File: config.mk
export PLATFORM = sky130hd
export DESIGN_NAME = ddr_axi_rd_engine
export DESIGN_NICKNAME = d
export VERILOG_FILES = /design/src/rtl/ddr_axi_rd_engine.sv
export SDC_FILE = /design/constraint.sdc
export NUM_CORES = 1
export LEC_CHECK = 0
export CAP_MARGIN = 20
export CORE_MARGIN = 1
export CORE_UTILIZATION = 42
export DETAILED_ROUTE_END_ITERATION = 8
export HOLD_SLACK_MARGIN = 0.03
export PLACE_DENSITY = 0.81
export REMOVE_ABC_BUFFERS = 1
export SYNTH_ARGS = -nofsm -noshare
export SYNTH_HDL_FRONTEND = slang
export SYNTH_SLANG_ARGS = --single-unit
File: constraint.sdc
create_clock -name clk -period 3.3 [get_ports clk]
set_clock_uncertainty 0.15 [all_clocks]
set_input_delay 0.495 -clock clk [delete_from_list [all_inputs] [get_ports clk]]
set_output_delay 0.495 -clock clk [all_outputs]
set_load 0.005 [all_outputs]
File: src/rtl/ddr_axi_rd_engine.sv
// ddr_axi_rd_engine: turns one RSTART/RADDR/RLENGTH command into one AXI4 INCR read burst and streams the beats out
// Ports: clk/rstn (sync, active-low); RSTART_REG/RADDR_REG/RLENGTH_REG in, RIDLE_REG out (command side);
//   m_ar* / m_r* AXI read channels; dout_* valid/ready stream; lat_cycles/beat_total/err_flags statistics.
module ddr_axi_rd_engine #(
  parameter int ADDR_W = 32,
  parameter int DATA_W = 64,
  parameter int MAX_BEATS = 16
) (
  input  logic              clk,
  input  logic              rstn,
  input  logic              RSTART_REG,
  input  logic [31:0]       RADDR_REG,
  input  logic [31:0]       RLENGTH_REG,
  output logic              RIDLE_REG,
  output logic [ADDR_W-1:0] m_araddr,
  output logic [7:0]        m_arlen,
  output logic [2:0]        m_arsize,
  output logic [1:0]        m_arburst,
  output logic              m_arvalid,
  input  logic              m_arready,
  input  logic [DATA_W-1:0] m_rdata,
  input  logic [1:0]        m_rresp,
  input  logic              m_rlast,
  input  logic              m_rvalid,
  output logic              m_rready,
  output logic [DATA_W-1:0] dout_data,
  output logic              dout_last,
  output logic              dout_valid,
  input  logic              dout_ready,
  output logic [31:0]       lat_cycles,
  output logic [31:0]       beat_total,
  output logic [2:0]        err_flags
);
  typedef enum logic [1:0] {IDLE, ADDR, DATA, DONE} state_t;
  localparam logic [4:0] MAXN = 5'(MAX_BEATS);
  state_t state_q, state_d;
  logic ridle_q;
  logic [ADDR_W-1:0] araddr_q;
  logic [7:0] arlen_q, idx_q;
  logic [4:0] n_q, n_raw, n_cl;
  logic [31:0] cnt_q, lat_q, beat_q;
  logic [2:0] err_q;
  logic [12:0] end_off;
  logic bad, accept, go, hs, unused_ok;
  assign n_raw = RLENGTH_REG[4:0];
  assign n_cl = n_raw > MAXN ? MAXN : n_raw;
  // a burst must be beat-aligned and must not cross a 4 KB page
  assign end_off = {1'b0, RADDR_REG[11:0]} + {5'd0, n_cl, 3'd0};
  assign bad = (|RADDR_REG[2:0]) || end_off > 13'd4096;
  assign accept = state_q == IDLE && RSTART_REG;
  assign go = accept && n_raw != 5'd0 && !bad;
  assign hs = state_q == DATA && m_rvalid && dout_ready;
  assign unused_ok = ^RLENGTH_REG[31:5];
  always_comb begin
    state_d = state_q;
    case (state_q)
      IDLE: if (RSTART_REG) state_d = go ? ADDR : DONE;
      ADDR: if (m_arready) state_d = DATA;
      DATA: if (hs && m_rlast) state_d = DONE;
      default: state_d = IDLE;
    endcase
  end
  always_ff @(posedge clk) begin
    if (!rstn) begin
      state_q <= IDLE;
      ridle_q <= 1'b1;
      araddr_q <= '0;
      arlen_q <= '0;
      n_q <= '0;
      idx_q <= '0;
      cnt_q <= '0;
      lat_q <= '0;
      beat_q <= '0;
      err_q <= '0;
    end else begin
      state_q <= state_d;
      // idle flag drops on the accept edge and rises one cycle after DONE has passed
      ridle_q <= state_q == IDLE && !accept;
      if (go) begin
        araddr_q <= ADDR_W'(RADDR_REG);
        arlen_q <= {3'd0, n_cl} - 8'd1;
        n_q <= n_cl;
      end
      cnt_q <= accept ? 32'd0 : cnt_q + 32'd1;
      if (state_q == DONE) lat_q <= cnt_q + 32'd1;
      idx_q <= accept ? 8'd0 : idx_q + 8'(hs);
      if (hs) beat_q <= beat_q + 32'd1;
      err_q <= err_q | {accept && n_raw != 5'd0 && (n_raw > MAXN || bad),
                        hs && m_rresp != 2'd0,
                        hs && m_rlast && idx_q != {3'd0, n_q} - 8'd1};
    end
  end
  assign RIDLE_REG = ridle_q;
  assign m_araddr = araddr_q;
  assign m_arlen = arlen_q;
  assign m_arsize = 3'd3;
  assign m_arburst = 2'b01;
  assign m_arvalid = state_q == ADDR;
  assign m_rready = state_q == DATA && dout_ready;
  assign dout_data = m_rdata;
  assign dout_last = m_rlast;
  assign dout_valid = state_q == DATA && m_rvalid;
  assign lat_cycles = lat_q;
  assign beat_total = beat_q;
  assign err_flags = err_q;
endmodule

==> impl_metrics.json, run 1 <==
{
  "ctsHtreeMaxLevel": 4,
  "cts_resized": 0,
  "slowest_delay_ns": 0.65,
  "reg2reg_from": "state_q[0]$_SDFFE_PN0P_",
  "grt_pass1_vias": 5154,
  "slew_violations": 0,
  "clock.fmax_mhz": 333,
  "end_kind": "flip-flop",
  "path_buf_inv": 4,
  "hold_path_class": "reg -> reg",
  "crit_path_start": "RLENGTH_REG[4]",
  "cp_top_family": "buffers and inverters",
  "routed_wl_um": 26500,
  "critPathLaunchType": "input port",
  "post_dp_cell_area_um2": 8210,
  "drive_above_1_share_pct": 7.76,
  "synthCells": 740,
  "setup_viol": 0,
  "rr_endpoint": "beat_total[31]$_SDFFE_PN0P_",
  "drcViolationCount": 0,
  "leakage_nw": 3.19,
  "ctsHoldBuffers": 0,
  "postRouteAntennaNets": 0,
  "clk_pin_slew_worst_paths_ns": 0.06,
  "crit_type": "in -> reg",
  "grt_usage_pct": 31.8,
  "port-buffer-count": 157,
  "fp.dieW_um": 130,
  "start_util_pct": 43.1,
  "final_nets": 991,
  "hold_viol": 0,
  "antenna_found_initial": 1,
  "timing.hold.ws_ns": 0.310,
  "switching_share_pct": 26.7,
  "p_clk_share_pct": 40.3,
  "dr_total_vias": 5603,
  "drtIter0Drc": 319,
  "arrival_ns": 3.21,
  "cp_max_fo": 32,
  "yosysSeqAreaShare_pct": 44.8,
  "tns_ns": 0,
  "firstDrtPassIters": 6,
  "reg2reg_depth": 8,
  "path_depth": 13,
  "ios": 318,
  "synth_edf_count": 0,
  "placed_cells": 1035,
  "insertion_delay_ns": 0.42,
  "period_share_pct": 91.1,
  "grt_max_degree": 64,
  "peakVddDrop_mv": 0.349,
  "fin_cells": 1068,
  "switching_power_mw": 1.25,
  "power_density_nw_per_um2": 531,
  "p_seq_share_pct": 43.8,
  "area_delta_synth_final_pct": 28.2,
  "wl_per_cell_um": 24.8,
  "clockBufferDepth": 2,
  "drv_cap": 0,
  "syn_area_per_cell_um2": 9.25,
  "internal_power_mw": 3.42,
  "cts_root_buf": "clkbuf_16",
  "fp.coreArea_um2": 15900,
  "place_hpwl_um": 21900,
  "tightestPinTransition_ns": 0.704,
  "overflow": 0,
  "synth_seq_cells": 153,
  "maxSlewHeadroom_pct": 52.6,
  "crit_slowest_cell": "clkdlybuf4s50_1",
  "post_cts_buffers": 0,
  "grt_pass1_wl_um": 36100,
  "chipHeight_um": 130,
  "final_core_util_pct": 55.3,
  "dieArea_um2": 16800,
  "syn_area_um2": 6840,
  "place.gp.congestion": 0.942,
  "status": "finished, final reports clean",
  "synth_ff_type": "dfxtp_1",
  "rows": 46,
  "cts.sinks": 153,
  "r2r_setup_slack_ns": 0.72,
  "cp_cell_sequence": "clkdlybuf4s50_1 -> nand2b_1 -> inv_1 -> ha_1 -> ha_1 -> a21oi_1 -> nand2_1 -> o311ai_1 -> buf_4 -> o21ai_4 -> a21oi_4 -> buf_12 -> a22o_1",
  "cts_buffers": 17,
  "yosysWarnings": 0,
  "yosysUniqueCellTypes": 56,
  "critical_path.endpoint": "m_araddr[23]$_SDFFE_PN0P_",
  "cp_data_required_time_ns": 3.50,
  "crit_top_cell": "ha_1",
  "power_frac_comb_pct": 15.8,
  "fin_area_um2": 8780,
  "rsz0062_at_grt": "no",
  "synthArstFlopShare_pct": 0,
  "cts_tree": "yes",
  "min_period_ns": 3.01,
  "viasPerCell": 5.25
}
==> power by group through the flow <==
stage               registers, mW  clock network, mW  logic, mW
global placement             2.08                  0      0.727
CTS                          2.04               1.90      0.742
finish                       2.04               1.88      0.739
floorplan                    2.08                  0      0.332
global route                 2.06               1.98      0.815
detailed placement           2.08                  0      0.739
==> metal layers <==
layer  up-vias  GRT usage [%]  part of all wire (%)
met3        59           25.0                    18
met2       336           50.4                    45
met5         -           7.65                  0.66
li1       2693              -                     -
met4         4           24.4                   8.0
met1      2511           25.7                    29
==> kinds of logic after synthesis <==
| group | after synthesis | synth area share [%] |
|---|---|---|
| AO/OA/AOI/OAI | 132 | 13.6 |
| XOR/XNOR | 66 | 8.45 |
| adder cells (fa/ha/maj) | 16 | 2.93 |
| buffers and inverters | 117 | 10.8 |
| flip-flops | 153 | 44.8 |
| multiplexers | 5 | 0.731 |
| other | 2 | 0.110 |
| AND/OR/NAND/NOR | 249 | 18.6 |
==> worst min-delay path, stage by stage (launching register included) <==
cell and delay (ns):
dfxtp_1 0.31, inv_1 0.05, a21oi_1 0.05
==> per-stage QoR <==
| stage | setup slack (ns) | power [mW] |
|---|---|---|
| after floorplan | 0.0798 | 2.41 |
| after global placement | -0.0685 | 2.81 |
| final | 0.293 | 4.66 |
| after global routing | 0.116 | 4.85 |
| after CTS | 0.311 | 4.69 |
| after detailed placement | -0.112 | 2.82 |
==> cell type report <==
class | instances | area [um2]
Antenna cell | 1 | 2.50
Clock buffer | 18 | 429
Clock inverter | 14 | 139
Fill cell | 1464 | 7110
Inverter | 16 | 60.1
Multi-Input combinational cell | 473 | 3070
Sequential cell | 153 | 3060
Tap cell | 216 | 270
Timing Repair Buffer | 177 | 1750
==> state kept, by name, summed over array words and instances, names as in the netlist <==
register / flops
RIDLE_REG: 1
beat_total: 32
cnt_q: 32
err_flags: 3
idx_q: 8
lat_cycles: 32
m_araddr: 32
m_arlen: 6
n_q: 5
state_q: 2
==> cells in the final DEF, fill, tap and decap left out, drive strengths merged, types with 4 or more instances in the layout <==
master,n
ha,16
a211oi,26
clkbuf,18
o21ai,29
a21oi,27
or3,15
nor2b,5
conb,5
a22o,32
inv,22
clkdlybuf4s50,157
mux2i,5
and2,12
o21a,4
clkinvlp,4
and4,8
nand3,27
nor2,100
nand2,29
xnor2,30
and3,15
nand4,13
buf,20
nor3,10
xor2,36
dfxtp,153
==> how the worst min path moves through the flow <==
stage / slack [ns] / to / start / depth (start not counted)
floorplan: 0.29 / cnt_q[0]$_SDFF_PP0_ / cnt_q[0]$_SDFF_PP0_ / 1
global route: 0.33 / m_araddr[1]$_SDFFE_PN0P_ / m_araddr[1]$_SDFFE_PN0P_ / 1
finish: 0.31 / err_flags[1]$_SDFF_PN0_ / err_flags[1]$_SDFF_PN0_ / 2
global placement: 0.29 / err_flags[1]$_SDFF_PN0_ / err_flags[1]$_SDFF_PN0_ / 2
CTS: 0.31 / err_flags[1]$_SDFF_PN0_ / err_flags[1]$_SDFF_PN0_ / 2
detailed placement: 0.30 / m_araddr[0]$_SDFFE_PN0P_ / m_araddr[0]$_SDFFE_PN0P_ / 1
==> cells in the mapped netlist, drive strengths merged, types with 3 or more instances <==
library cell  count  area (um2)
a211oi           26         200
a21oi            27         139
a22o             32         280
a31oi             3        18.8
and2             12        75.1
and3             15        93.8
and4              8        72.6
buf              81         607
clkbuf           20        75.1
dfxtp           153        3060
ha               16         200
inv              15        56.3
mux2i             5        50.1
nand2            29         109
nand2b            3        18.8
nand3            27         135
nand4            13        87.6
nand4b            3        26.3
nor2            100         380
nor2b             5        31.3
nor3             10        55.1
o21a              4        30.0
o21ai            29         156
or3              15        98.8
xnor2            30         263
xor2             36         315
(Power assumes the default switching activity.)
==> inputs of run 2 (changes only) <==
--- a/config.mk
+++ b/config.mk
@@ -10,8 +10,9 @@
 export CORE_UTILIZATION = 42
 export DETAILED_ROUTE_END_ITERATION = 8
 export HOLD_SLACK_MARGIN = 0.03
-export PLACE_DENSITY = 0.81
+export PLACE_DENSITY = 0.92
 export REMOVE_ABC_BUFFERS = 1
+export SLEW_MARGIN = 20
 export SYNTH_ARGS = -nofsm -noshare
 export SYNTH_HDL_FRONTEND = slang
 export SYNTH_SLANG_ARGS = --single-unit
==> constraint.sdc (replaced) <==
create_clock -name clk -period 3.3 [get_ports clk]
set_clock_uncertainty 0.15 [all_clocks]
set_input_delay 0.66 -clock clk [delete_from_list [all_inputs] [get_ports clk]]
set_output_delay 0.66 -clock clk [all_outputs]
set_load 0.005 [all_outputs]
==> run 2 against run 1 <==
Net effect: first-iteration DRC count is 12% higher; non-clock buffer count is 9 higher; count of clock-buffer cells in the layout grew 2; design area rose by 1.3%; clock power increased by 7%; maximum frequency shrank 7.1%; via count up 1.6%; sequential power is essentially flat.
==> impl_metrics.json, run 2 (synthesis gave the netlist of run 1 again) <==
{
  "fillers": 1386,
  "overflow": 0,
  "final_cell_mix": "clkdlybuf4s50_1 (157), dfxtp_1 (153), nor2_1 (98), xor2_1 (36), a22o_1 (32)",
  "maxSlewHeadroom_pct": 59.2,
  "drtIter0Drc": 358,
  "period_share_pct": 98.1,
  "hold_path_class": "reg -> reg",
  "grt_pass1_vias": 5230,
  "insertion_delay_ns": 0.41,
  "dr_total_vias": 5691,
  "cts_tree": "yes",
  "crit_type": "in -> reg",
  "reg2reg_depth": 7,
  "postRouteAntennaNets": 0,
  "end_kind": "flip-flop",
  "status": "finished, final reports clean",
  "place_hpwl_um": 22700,
  "grt_max_degree": 64,
  "arrival_ns": 3.38,
  "wl_per_cell_um": 25.6,
  "min-delay-start": "err_flags[1]$_SDFF_PN0_",
  "fp.dieW_um": 130,
  "drv_cap": 0,
  "slew_violations": 0,
  "cts_resized": 0,
  "r2r_setup_slack_ns": 0.89,
  "fin_cells": 1076,
  "leakage_nw": 3.26,
  "cts_root_buf": "clkbuf_16",
  "holdPathEnd": "err_flags[1]$_SDFF_PN0_",
  "ctsHtreeMaxLevel": 4,
  "critPathLaunchType": "input port",
  "min_period_ns": 3.24,
  "clockBufferDepth": 2,
  "dieArea_um2": 16800,
  "cp_data_required_time_ns": 3.45,
  "clk_pin_slew_worst_paths_ns": 0.06,
  "clock.fmax_mhz": 309,
  "grt_usage_pct": 33.1,
  "finalWorstSetupSlack_ns": 0.0642,
  "cts_buffers": 17,
  "peakVddDrop_mv": 0.365,
  "post_cts_buffers": 0,
  "placed_cells": 1044,
  "tightestPinTransition_ns": 0.606,
  "firstDrtPassIters": 5,
  "drive_above_1_share_pct": 8.72,
  "routed_wl_um": 27500,
  "rows": 46,
  "whs_path_depth": 2,
  "viasPerCell": 5.29,
  "final_common_cell": "clkdlybuf4s50_1",
  "fp.coreArea_um2": 15900,
  "cp_cell_sequence": "clkdlybuf4s50_1 -> nor2b_1 -> ha_1 -> nor3b_1 -> a2111oi_0 -> o311ai_2 -> buf_4 -> o21ai_4 -> a21oi_4 -> buf_12 -> a22o_1",
  "power_density_nw_per_um2": 542,
  "reg2reg_from": "state_q[0]$_SDFFE_PN0P_",
  "final_nets": 1000,
  "place.gp.congestion": 1.05,
  "grt_pass1_wl_um": 37600,
  "regArea_um2": 3060,
  "ctsHoldBuffers": 0,
  "drcViolationCount": 0,
  "setup_viol": 0,
  "antenna_found_initial": 1,
  "start_util_pct": 43.1,
  "multi_input_area_um2": 3070,
  "area_delta_synth_final_pct": 29.9,
  "hold_viol": 0,
  "ios": 318,
  "pre_cts_ws_ns": -0.257,
  "rr_endpoint": "beat_total[16]$_SDFFE_PN0P_",
  "crit_slowest_cell": "clkdlybuf4s50_1",
  "cp_max_fo": 37,
  "rsz0062_at_grt": "no",
  "port-buffer-count": 157,
  "cts.sinks": 153,
  "n_antenna_cell": 0,
  "slowest_delay_ns": 0.52,
  "chipHeight_um": 130
}
run 2: cell count changes in the layout (fill, tap and decap cells not counted), sizes merged:
| cell | change |
|---|---|
| buf | +9 |
| bufinv | +2 |
| clkbuf | +2 |
| clkinv | -1 |
| clkinvlp | -2 |
| diode | -1 |
| inv | -1 |
run 2: metrics by stage:
step | setup TNS [ns] | hold slack (ns) | cell area (um2) | total power [mW] | util (%)
after floorplan | -2.73 | 0.291 | 6170 | 2.41 | -
after global placement | -8.99 | 0.288 | 8270 | 2.81 | 52.1
after detailed placement | -9.62 | 0.297 | 8270 | 2.83 | 52.1
final | 0 | 0.309 | 8890 | 4.82 | 56.0
after global routing | 0 | 0.330 | 8890 | 5.02 | 56.0
after CTS | 0 | 0.305 | 8880 | 4.84 | 55.9
run 2: worst max-delay path by stage:
stage | from | endpoint | slack [ns] | cells past startpoint
detailed placement | RLENGTH_REG[4] | m_araddr[15]$_SDFFE_PN0P_ | -0.26 | 13
CTS | RLENGTH_REG[4] | state_q[1]$_SDFFE_PN0P_ | 0.17 | 13
global placement | RLENGTH_REG[4] | state_q[1]$_SDFFE_PN0P_ | -0.24 | 13
finish | RLENGTH_REG[4] | m_araddr[20]$_SDFFE_PN0P_ | 0.06 | 11
floorplan | RLENGTH_REG[2] | m_araddr[10]$_SDFFE_PN0P_ | -0.09 | 8
global route | RLENGTH_REG[4] | m_araddr[15]$_SDFFE_PN0P_ | 0.03 | 11
run 2: where the power goes:
part | leakage, nW | total (mW) | switching (mW) | internal, mW
Clock | 0.294 | 2.01 | 0.785 | 1.22
Combinational | 1.73 | 0.762 | 0.357 | 0.405
Sequential | 1.24 | 2.05 | 0.0793 | 1.97
run 2: per-layer routing:
layer  share of wire (%)  vias up  routed length (um)  global-route usage, %
li1                    -     2712                   -                      -
met1                  29     2589                7930                   27.1
met2                  44      327               12100                   51.2
met3                  20       57                5390                   29.6
met4                 7.0        6                1920                   22.4
met5                0.42        -                 115                   4.12
run 2: layout make-up:
class	instances	share of cell area, %
Tap cell	216	3.04
Timing Repair Buffer	186	20.4
Clock buffer	20	5.02
Sequential cell	153	34.5
Inverter	16	0.676
Clock inverter	12	1.82
Multi-Input combinational cell	473	34.6
run 2: critical path: cells and delay by family:
family,cells,cell delay (ns)
buf+inv,3,0.90
simple gates,2,0.32
fa+ha+maj,1,0.26
compound gates,5,1.22
==> inputs of run 3 (changes only) <==
--- a/config.mk
+++ b/config.mk
@@ -8,6 +8,7 @@
 export CAP_MARGIN = 20
 export CORE_MARGIN = 1
 export CORE_UTILIZATION = 42
+export CTS_CLUSTER_DIAMETER = 60
 export DETAILED_ROUTE_END_ITERATION = 8
 export HOLD_SLACK_MARGIN = 0.03
 export PLACE_DENSITY = 0.92
==> results of run 3 <==
No change in the layout: final DEF, timing and power equal those of run 2.
